<file path="src/rtl/board_input_conditioner.sv">
// board_input_conditioner
// Conditions asynchronous board inputs (UART RX, buttons, DIP switches, card-detect) into the
// core clock domain. Each channel has a synchroniser chain and a glitch filter that accepts a
// new level only after it has persisted FILTER_CYCLES synchronised cycles. It also produces
// one-cycle rise/fall pulses on accepted changes and a saturating count of rejected glitches.
//
// Ports:
//   clk          core clock, rising edge
//   reset        synchronous, active-high
//   pin_in       raw asynchronous inputs, one bit per channel
//   glitch_clr   synchronous clear of glitch_count
//   level_out    filtered, synchronised level (registered)
//   rise         one-cycle pulse on an accepted 0->1 change (registered)
//   fall         one-cycle pulse on an accepted 1->0 change (registered)
//   glitch_count saturating count of cycles with at least one rejected glitch (registered)
module board_input_conditioner #(
   parameter int unsigned      WIDTH         = 4,
   parameter int unsigned      SYNC_STAGES   = 2,
   parameter int unsigned      FILTER_CYCLES = 1,
   parameter logic [WIDTH-1:0] RESET_VALUE   = {WIDTH{1'b1}}
) (
   input  logic             clk,
   input  logic             reset,
   input  logic [WIDTH-1:0] pin_in,
   input  logic             glitch_clr,
   output logic [WIDTH-1:0] level_out,
   output logic [WIDTH-1:0] rise,
   output logic [WIDTH-1:0] fall,
   output logic [7:0]       glitch_count
);

   localparam int unsigned     CntW    = $clog2(FILTER_CYCLES + 1);
   localparam logic [CntW-1:0] CntLast = CntW'(FILTER_CYCLES - 1);

   logic [WIDTH-1:0] sync_q [SYNC_STAGES];
   logic [WIDTH-1:0] sync_cur;

   logic [CntW-1:0]  cnt_q [WIDTH];
   logic [CntW-1:0]  cnt_d [WIDTH];
   logic [WIDTH-1:0] level_q, level_d;
   logic [WIDTH-1:0] rise_q, rise_d;
   logic [WIDTH-1:0] fall_q, fall_d;
   logic [WIDTH-1:0] reject;
   logic [7:0]       glitch_q, glitch_d;

   assign sync_cur = sync_q[SYNC_STAGES-1];

   // Synchroniser chains; reset preloads the idle level so release produces no edge.
   always_ff @(posedge clk) begin
      if (reset) begin
         for (int k = 0; k < SYNC_STAGES; k++) begin
            sync_q[k] <= RESET_VALUE;
         end
      end else begin
         sync_q[0] <= pin_in;
         for (int k = 1; k < SYNC_STAGES; k++) begin
            sync_q[k] <= sync_q[k-1];
         end
      end
   end

   // Per-channel filter. cnt counts consecutive cycles the synchronised input has disagreed
   // with level_out; a disagreement that ends before acceptance is a rejected glitch.
   always_comb begin
      level_d = level_q;
      rise_d  = '0;
      fall_d  = '0;
      reject  = '0;
      for (int i = 0; i < WIDTH; i++) begin
         cnt_d[i] = cnt_q[i];
         if (sync_cur[i] == level_q[i]) begin
            cnt_d[i]  = '0;
            reject[i] = (cnt_q[i] != '0);
         end else if (cnt_q[i] == CntLast) begin
            level_d[i] = sync_cur[i];
            cnt_d[i]   = '0;
            rise_d[i]  = sync_cur[i];
            fall_d[i]  = ~sync_cur[i];
         end else begin
            cnt_d[i] = cnt_q[i] + CntW'(1);
         end
      end
   end

   // One increment per cycle however many channels rejected; clear has priority.
   always_comb begin
      glitch_d = glitch_q;
      if (glitch_clr) begin
         glitch_d = '0;
      end else if ((|reject) && (glitch_q != 8'hFF)) begin
         glitch_d = glitch_q + 8'd1;
      end
   end

   always_ff @(posedge clk) begin
      if (reset) begin
         level_q  <= RESET_VALUE;
         rise_q   <= '0;
         fall_q   <= '0;
         glitch_q <= '0;
         for (int i = 0; i < WIDTH; i++) begin
            cnt_q[i] <= '0;
         end
      end else begin
         level_q  <= level_d;
         rise_q   <= rise_d;
         fall_q   <= fall_d;
         glitch_q <= glitch_d;
         for (int i = 0; i < WIDTH; i++) begin
            cnt_q[i] <= cnt_d[i];
         end
      end
   end

   assign level_out    = level_q;
   assign rise         = rise_q;
   assign fall         = fall_q;
   assign glitch_count = glitch_q;

endmodule

</file>
<file path="config.mk">
export PLATFORM = sky130hd
export DESIGN_NAME = board_input_conditioner
export DESIGN_NICKNAME = d
export VERILOG_FILES = /design/src/rtl/board_input_conditioner.sv
export SDC_FILE = /design/constraint.sdc
export NUM_CORES = 1
export LEC_CHECK = 0
export CORE_MARGIN = 3
export CORE_UTILIZATION = 40
export DETAILED_ROUTE_END_ITERATION = 10
export PLACE_DENSITY = 0.75
export SLEW_MARGIN = 10
export SYNTH_ARGS = -nofsm -noshare
export SYNTH_HDL_FRONTEND = slang
export SYNTH_SLANG_ARGS = --single-unit
</file>
<file path="constraint.sdc">
create_clock -name clk -period 2.05 [get_ports clk]
set_clock_uncertainty 0.1 [all_clocks]
set_input_delay 0.41 -clock clk [delete_from_list [all_inputs] [get_ports clk]]
set_output_delay 0.41 -clock clk [all_outputs]
set_load 0.01 [all_outputs]
</file>
# Yosys cells after proc, flatten, opt, wreduce, memory -nomap -nowiden
# Memory sizes are Yosys's and may differ from the RTL's.
# Cells that the tools add are included.
# classes
eq_ne	5
muxes	21
n_reduce_logical	11
n_bitwise	18
n_lt_le_gt_ge	0
shift	0
mul	0
addsub	5
div	0
# op_table
operator	count
$mux 1	19
$not 1->1	12
$reduce_or 3->1	4
$add 8x1->8 const B	1
$mux 4	2
$ne 8x8->1 const B	1
$reduce_and 2->1	4
$or 1x1->1	6
$add 1x1->1 const B	4
$eq 1x1->1	4
$reduce_or 4->1	1
$reduce_or 2->1	1
$logic_and 1x1->1	1
# word_totals
regBits	20
memories	2
input_bits	7
out_inout_bits	20
ram_bits	12
elab_cells	75
romBits	0
latchBits	0
# memory_table
name	depth	width	read_ports	rd_clocked_by_memory_dff	write_ports	line_no	source
sync_q	2	4	2	0	2	35	logic [WIDTH-1:0] sync_q [SYNC_STAGES];
cnt_q	4	1	4	0	4	38	logic [CntW-1:0] cnt_q [WIDTH];

# Depth between registers and ports, before layout
# Gate-level depths: netlist of run 1.
# depth
ltp_word	4
mapped_depth	2
mapped_depth_nobuf	1

# Least setup slack after synthesis of run 1
# No wires, ideal clock.
# synth_timing
kind	input-to-reg
startpoint	input reset
endpoint	register level_q[1], in the netlist level_out[1]
path_slack_ns	1.108
arrival_ns	0.722
n_path_buf	1
t_required_ns	1.830
path_stages	2
setup_ns	0.120
path_cell_list	buf_6 -> or2_1
# synth_rtl
element	line_no	source
from (decl)	23	input logic reset,
to (signal assigned)	105	level_q <= level_d;
to (decl)	40	logic [WIDTH-1:0] level_q, level_d;
# No word-level cell between the ends.

# Final worst setup path of run 1
# layout_timing
startpoint	register level_q[0], in the netlist level_out[0]
endpoint	output level_out[0]
# layout_rtl
element	line_no	source
to (decl)	26	output logic [WIDTH-1:0] level_out,
# No word-level cell between the ends.

==> impl_metrics.xml, run 1 <==
<?xml version="1.0" encoding="UTF-8"?>
<metrics>
  <group name="setup_path">
    <metric name="crit_family" unit="">buffers and inverters</metric>
    <metric name="timing.critical_path.fanout_max" unit="">3</metric>
    <metric name="cp_slowest_stage_delay" unit="ns">0.55</metric>
    <metric name="r2r-start" unit="">sync_q[0][7]</metric>
    <metric name="cp.arrival" unit="ns">1.22</metric>
    <metric name="setup_cp_type" unit="">reg2out</metric>
    <metric name="crit_chain" unit="">clkdlybuf4s50_1</metric>
    <metric name="end_kind" unit="">output pin</metric>
    <metric name="required" unit="ns">1.54</metric>
    <metric name="timing.critical_path.slowest_stage_cell" unit="">sky130_fd_sc_hd__clkdlybuf4s50_1</metric>
    <metric name="first_element_of_the_critical_path" unit="">level_out[0]</metric>
    <metric name="worstPathBufferInverterCount" unit="">1</metric>
    <metric name="crit_path_start_kind" unit="">register</metric>
  </group>
  <group name="sta">
    <metric name="period_minus_slack" unit="ns">1.73</metric>
    <metric name="finalMaxSlewViolations" unit="">0</metric>
    <metric name="final_min_period_over_clock_period" unit="%">84.4</metric>
    <metric name="rsz0062_at_grt" unit="">no</metric>
    <metric name="hold_viol" unit="">0</metric>
    <metric name="achievable-frequency" unit="MHz">578</metric>
    <metric name="setup_viol" unit="">0</metric>
    <metric name="timing.setup.tns" unit="ns">0</metric>
  </group>
  <group name="final_layout">
    <metric name="final_cell_count_no_fill" unit="">86</metric>
    <metric name="num-fill-cells" unit="">133</metric>
    <metric name="multi_input_combinational_cell_area" unit="µm²">205</metric>
    <metric name="drive_above_1_share" unit="%">18.6</metric>
    <metric name="n_antenna_cell" unit="">0</metric>
    <metric name="postLayoutCellArea" unit="µm²">840</metric>
    <metric name="fin_util" unit="%">55.1</metric>
    <metric name="ff_latch_area" unit="µm²">400</metric>
    <metric name="layout-area-overhead-vs-synth" unit="%">26.8</metric>
    <metric name="finalNetCount" unit="">78</metric>
  </group>
  <group name="synth">
    <metric name="seq_area_frac_synth" unit="%">60.5</metric>
    <metric name="avgSynthCellArea" unit="µm²">13.0</metric>
    <metric name="synth_area_leaders" unit="">sky130_fd_sc_hd__dfxtp_1 (60%), sky130_fd_sc_hd__nor3b_2 (15%), sky130_fd_sc_hd__or2_1 (11%)</metric>
    <metric name="netlist_area" unit="µm²">662</metric>
    <metric name="synthesis.instances" unit="">51</metric>
    <metric name="yosys_register_bits" unit="">20</metric>
    <metric name="yosysWarningCount" unit="">0</metric>
    <metric name="synth_top_cell_by_area" unit="">sky130_fd_sc_hd__dfxtp_1</metric>
    <metric name="yosys.area.top_type_share" unit="%">60.5</metric>
    <metric name="post_synth_num_cell_types" unit="">6</metric>
  </group>
  <group name="power">
    <metric name="leakage" unit="nW">0.323</metric>
    <metric name="power.combinational.fraction" unit="%">6.9</metric>
    <metric name="power.internal" unit="µW">535</metric>
    <metric name="power-per-cell-area" unit="nW/µm²">795</metric>
    <metric name="clock_power_share" unit="%">32.2</metric>
    <metric name="swShare" unit="%">19.8</metric>
    <metric name="seq_power_share" unit="%">60.9</metric>
    <metric name="net-switching-power" unit="µW">132</metric>
    <metric name="irDropWorstVdd" unit="V">0.000366</metric>
  </group>
  <group name="clock_tree">
    <metric name="clk_pin_slew_worst_paths" unit="ns">0.10</metric>
    <metric name="post_cts_hold_buffer_count" unit="">0</metric>
    <metric name="cts_tree" unit="">built</metric>
    <metric name="tritoncts.num_buffers" unit="">3</metric>
    <metric name="cts_num_sinks" unit="">20</metric>
    <metric name="h-tree-depth" unit="">1</metric>
    <metric name="ctsLongestPathBuffers" unit="">2</metric>
    <metric name="clock_latency" unit="ns">0.29</metric>
    <metric name="postCtsResizedCells" unit="">0</metric>
    <metric name="cts.root.buffer_cell" unit="">sky130_fd_sc_hd__clkbuf_4</metric>
    <metric name="post_cts.repair.setup_buffers" unit="">0</metric>
  </group>
  <group name="drt">
    <metric name="avgRoutedWirePerCell" unit="µm">8.38</metric>
    <metric name="route.antenna.remaining_nets" unit="">0</metric>
    <metric name="routed_wl" unit="µm">721</metric>
    <metric name="via_per_inst" unit="">4.15</metric>
    <metric name="vias" unit="">357</metric>
    <metric name="drt_drc_violations_left" unit="">0</metric>
    <metric name="drtPass1Iterations" unit="">2</metric>
    <metric name="first_iter_violations" unit="">3</metric>
  </group>
  <group name="floorplan">
    <metric name="die_height" unit="µm">46.7</metric>
    <metric name="ios" unit="">27</metric>
    <metric name="floorplan.rows" unit="">14</metric>
    <metric name="placeableCoreArea" unit="µm²">1520</metric>
    <metric name="floorplan.die_area" unit="µm²">2180</metric>
    <metric name="die_width" unit="µm">46.7</metric>
    <metric name="initial_core_utilization" unit="%">43.4</metric>
  </group>
  <group name="grt">
    <metric name="first_global_vias" unit="">245</metric>
    <metric name="grt.overflow.total" unit="">0</metric>
    <metric name="antenna_found_initial" unit="">0</metric>
    <metric name="grt_first_pass_wirelength" unit="µm">979</metric>
    <metric name="track_usage" unit="%">7.07</metric>
    <metric name="grt_start_max_net_pins" unit="">21</metric>
  </group>
  <group name="run">
    <metric name="max-cap-violations" unit="">0</metric>
  </group>
  <group name="placed_design">
    <metric name="placement.io_buffers" unit="">17</metric>
    <metric name="numPlacedInstances" unit="">82</metric>
    <metric name="place.detailed.hpwl" unit="µm">518</metric>
    <metric name="gpl.final_weighted_congestion" unit="">0.632</metric>
    <metric name="postPlaceCellArea" unit="µm²">803</metric>
  </group>
  <group name="min_path">
    <metric name="hold_crit_start" unit="">sync_q[0][0]</metric>
    <metric name="min_path_type" unit="">reg2reg</metric>
  </group>
  <group name="run_status">
    <metric name="run_status" unit="">completed</metric>
  </group>
</metrics>
[flip-flops by register name, indices dropped and copies added, names as in the netlist]
| name | count |
|---|---|
| fall | 4 |
| level_out | 4 |
| rise | 4 |
| sync_q | 8 |
[through the flow]
stage / total power, mW / hold slack (ns) / setup slack, ns
final: 0.667 / 0.314 / 0.319
after floorplan: 0.453 / 0.283 / 1.11
after detailed placement: 0.462 / 0.294 / 0.578
after CTS: 0.677 / 0.319 / 0.307
after global routing: 0.693 / 0.326 / 0.275
after global placement: 0.461 / 0.285 / 0.589
[cells in the final DEF (no fill, tap or decap)]
master / instances
sky130_fd_sc_hd__clkbuf_4: 3
sky130_fd_sc_hd__or2_1: 12
sky130_fd_sc_hd__nor3b_2: 8
sky130_fd_sc_hd__buf_4: 1
sky130_fd_sc_hd__clkdlybuf4s50_1: 17
sky130_fd_sc_hd__dfxtp_1: 20
sky130_fd_sc_hd__conb_1: 8
sky130_fd_sc_hd__clkbuf_8: 1
[power by group through the flow]
stage | Combinational, mW | Clock, mW | Sequential [mW]
floorplan | 0.0358 | 0 | 0.418
global placement | 0.0457 | 0 | 0.415
detailed placement | 0.0461 | 0 | 0.416
CTS | 0.0462 | 0.224 | 0.407
global route | 0.0498 | 0.235 | 0.408
finish | 0.0460 | 0.215 | 0.407
[final timing paths]
kind | end | depth (start not counted) | slack [ns]
setup / recovery | level_out[0] | 1 | 0.32
hold / removal | sync_q[0][4] | 1 | 0.31
setup reg to reg | level_out[3] | 1 | 1.29
hold reg to reg | sync_q[0][4] | 1 | 0.31
[Yosys cell counts]
cell type	instances
sky130_fd_sc_hd__dfxtp_1	20
sky130_fd_sc_hd__buf_6	2
sky130_fd_sc_hd__nor3b_2	8
sky130_fd_sc_hd__buf_4	8
sky130_fd_sc_hd__conb_1	1
sky130_fd_sc_hd__or2_1	12
[cell type report]
class                   count  share of cell area [%]
well taps                  16                    2.38
flip-flops and latches     20                    47.7
clock buffers               4                    4.32
repair buffers             18                    21.2
multi-input cells          28                    24.4
[layer usage]
layer / up-vias / part of all wire (%) / GRT usage [%]
li1: 180 / - / -
met1: 152 / 42 / 7.33
met2: 21 / 39 / 9.34
met3: 4 / 13 / 3.52
met4: 0 / 4.4 / 8.29
met5: - / 0 / 0
[kinds of logic (layout without fill, tap and decap cells)]
logic type / count (synthesis) / after routing / synth area share (%)
flip-flops: 20 / 20 / 60.5
AND/OR/NAND/NOR: 20 / 20 / 26.5
buffers and inverters: 10 / 22 / 12.5
other: 1 / 8 / 0.567
(Power assumes the default switching activity.)
==> run 2, diff against run 1 <==
Clock period 2.05 ns to 1.78 ns, I/O delays scaled along.
==> run 2 against run 1 <==
Compared with the run above: sequential cell count is the same; non-clock buffer count unchanged; setup slack got worse by 0.20 ns; clock-buffer cell count unchanged; global-route usage shrank 0.16 points; sequential power up 15%; critical endpoint is now level_out[1]; die area is the same; wire length grew 2.9%; power up 15%; combinational power increased by 16%; register-to-register slack worse by 0.27 ns; cell count stayed put.
==> impl_metrics.xml, run 2 (synthesized netlist as in run 1, its figures left out) <==
<?xml version="1.0" encoding="UTF-8"?>
<metrics>
  <group name="floorplan">
    <metric name="die_height" unit="µm">46.7</metric>
    <metric name="initial_core_utilization" unit="%">43.4</metric>
    <metric name="floorplan.rows" unit="">14</metric>
    <metric name="die_width" unit="µm">46.7</metric>
    <metric name="placeableCoreArea" unit="µm²">1520</metric>
    <metric name="floorplan.die_area" unit="µm²">2180</metric>
    <metric name="ios" unit="">27</metric>
  </group>
  <group name="power">
    <metric name="leakage" unit="nW">0.323</metric>
    <metric name="power-per-cell-area" unit="nW/µm²">914</metric>
    <metric name="power" unit="µW">767</metric>
    <metric name="irDropWorstVdd" unit="V">0.000460</metric>
  </group>
  <group name="final_layout">
    <metric name="n_antenna_cell" unit="">0</metric>
    <metric name="layout_common_cells" unit="">sky130_fd_sc_hd__dfxtp_1 (20), sky130_fd_sc_hd__clkdlybuf4s50_1 (17), sky130_fd_sc_hd__or2_1 (12)</metric>
    <metric name="final_cell_count_no_fill" unit="">86</metric>
    <metric name="most_common_library_cell_in_the_layout_ignoring_fill_and_taps" unit="">sky130_fd_sc_hd__dfxtp_1</metric>
    <metric name="finalNetCount" unit="">78</metric>
    <metric name="layout-area-overhead-vs-synth" unit="%">26.8</metric>
    <metric name="largest_register_ffs" unit="">8</metric>
    <metric name="fin_util" unit="%">55.1</metric>
    <metric name="drive_above_1_share" unit="%">18.6</metric>
    <metric name="largest-register" unit="">sync_q</metric>
  </group>
  <group name="setup_path">
    <metric name="crit_family" unit="">buffers and inverters</metric>
    <metric name="r2r-start" unit="">sync_q[0][6]</metric>
    <metric name="required" unit="ns">1.32</metric>
    <metric name="cp.arrival" unit="ns">1.20</metric>
    <metric name="crit_path_start_kind" unit="">register</metric>
    <metric name="setup_cp_type" unit="">reg2out</metric>
    <metric name="critical_path.reg2reg.endpoint" unit="">level_out[2]</metric>
    <metric name="first_element_of_the_critical_path" unit="">level_out[1]</metric>
    <metric name="r2r.worst_path.cells" unit="">1</metric>
    <metric name="timing.critical_path.fanout_max" unit="">3</metric>
    <metric name="crit_chain" unit="">clkdlybuf4s50_1</metric>
    <metric name="end_kind" unit="">output pin</metric>
    <metric name="timing.reg2reg.setup_slack" unit="ns">1.02</metric>
    <metric name="cp_slowest_stage_delay" unit="ns">0.55</metric>
    <metric name="worstPathBufferInverterCount" unit="">1</metric>
    <metric name="timing.critical_path.slowest_stage_cell" unit="">sky130_fd_sc_hd__clkdlybuf4s50_1</metric>
  </group>
  <group name="drt">
    <metric name="drt_drc_violations_left" unit="">0</metric>
    <metric name="first_iter_violations" unit="">0</metric>
    <metric name="drtPass1Iterations" unit="">1</metric>
    <metric name="routed_wl" unit="µm">742</metric>
    <metric name="vias" unit="">348</metric>
    <metric name="via_per_inst" unit="">4.05</metric>
    <metric name="route.antenna.remaining_nets" unit="">0</metric>
    <metric name="avgRoutedWirePerCell" unit="µm">8.63</metric>
  </group>
  <group name="clock_tree">
    <metric name="cts.root.buffer_cell" unit="">sky130_fd_sc_hd__clkbuf_4</metric>
    <metric name="clock_latency" unit="ns">0.28</metric>
    <metric name="post_cts_hold_buffer_count" unit="">0</metric>
    <metric name="post_cts.repair.setup_buffers" unit="">0</metric>
    <metric name="cts_num_sinks" unit="">20</metric>
    <metric name="tritoncts.num_buffers" unit="">3</metric>
    <metric name="ctsLongestPathBuffers" unit="">2</metric>
    <metric name="postCtsResizedCells" unit="">0</metric>
    <metric name="cts_tree" unit="">built</metric>
    <metric name="h-tree-depth" unit="">1</metric>
    <metric name="clk_pin_slew_worst_paths" unit="ns">0.10</metric>
  </group>
  <group name="placed_design">
    <metric name="place.detailed.hpwl" unit="µm">520</metric>
    <metric name="numPlacedInstances" unit="">82</metric>
    <metric name="placement.io_buffers" unit="">17</metric>
    <metric name="gpl.final_weighted_congestion" unit="">0.632</metric>
  </group>
  <group name="grt">
    <metric name="grt_first_pass_wirelength" unit="µm">979</metric>
    <metric name="grt_start_max_net_pins" unit="">21</metric>
    <metric name="track_usage" unit="%">6.91</metric>
    <metric name="antenna_found_initial" unit="">0</metric>
    <metric name="grt.overflow.total" unit="">0</metric>
    <metric name="first_global_vias" unit="">234</metric>
  </group>
  <group name="sta">
    <metric name="hold_viol" unit="">0</metric>
    <metric name="achievable-frequency" unit="MHz">603</metric>
    <metric name="period_minus_slack" unit="ns">1.66</metric>
    <metric name="timing.setup.tns" unit="ns">0</metric>
    <metric name="finalMaxSlewViolations" unit="">0</metric>
    <metric name="setup_viol" unit="">0</metric>
    <metric name="rsz0062_at_grt" unit="">no</metric>
    <metric name="final_min_period_over_clock_period" unit="%">93.1</metric>
    <metric name="fin_worst_hold_slack" unit="ns">0.313</metric>
  </group>
  <group name="min_path">
    <metric name="timing.hold.worst_path_depth" unit="">1</metric>
    <metric name="hold_crit_start" unit="">sync_q[0][3]</metric>
    <metric name="worstHoldEndpoint" unit="">sync_q[0][7]</metric>
    <metric name="min_path_type" unit="">reg2reg</metric>
  </group>
  <group name="run">
    <metric name="max-cap-violations" unit="">0</metric>
  </group>
  <group name="run_status">
    <metric name="run_status" unit="">completed</metric>
  </group>
</metrics>
-- run 2: cell counts in the layout (fill, tap and decap cells not counted) --
No cell type changed its count.
-- run 2: metrics by stage --
stage / worst slack (ns) / area (µm²)
2_1_floorplan: 0.892 / 688
3_3_place_gp: 0.373 / 803
3_5_place_dp: 0.359 / 803
4_1_cts: 0.100 / 840
5_1_grt: 0.0616 / 840
6_report: 0.123 / 840
-- run 2: layout make-up --
cell class                      instances  area [µm²]
Fill cell                             139         684
Sequential cell                        20         400
Multi-Input combinational cell         28         205
Timing Repair Buffer                   18         178
Clock buffer                            4        36.3
Tap cell                               16        20.0
-- run 2: how the worst max path moves through the flow --
stage	endpoint	slack (ns)	cells after the start
detailed placement	sync_q[0][1]	0.36	3
global route	level_out[0]	0.06	1
floorplan	level_out[1]	0.89	2
finish	level_out[1]	0.12	1
global placement	sync_q[0][1]	0.37	3
CTS	level_out[3]	0.10	1
-- run 2: power breakdown --
part           switching (mW)  internal, mW
Combinational          0.0231        0.0301
Sequential            0.00612         0.462
Clock                   0.122         0.124
Total                   0.151         0.616
-- run 2: metal layers --
metal / wire length (µm) / part of all wire (%) / vias up / track usage [%]
li1: - / - / 181 / -
met3: 97 / 13 / 2 / 3.52
met2: 305 / 41 / 19 / 8.79
met5: 0 / 0 / - / 0
met1: 321 / 43 / 146 / 8.04
met4: 18 / 2.4 / 0 / 6.63
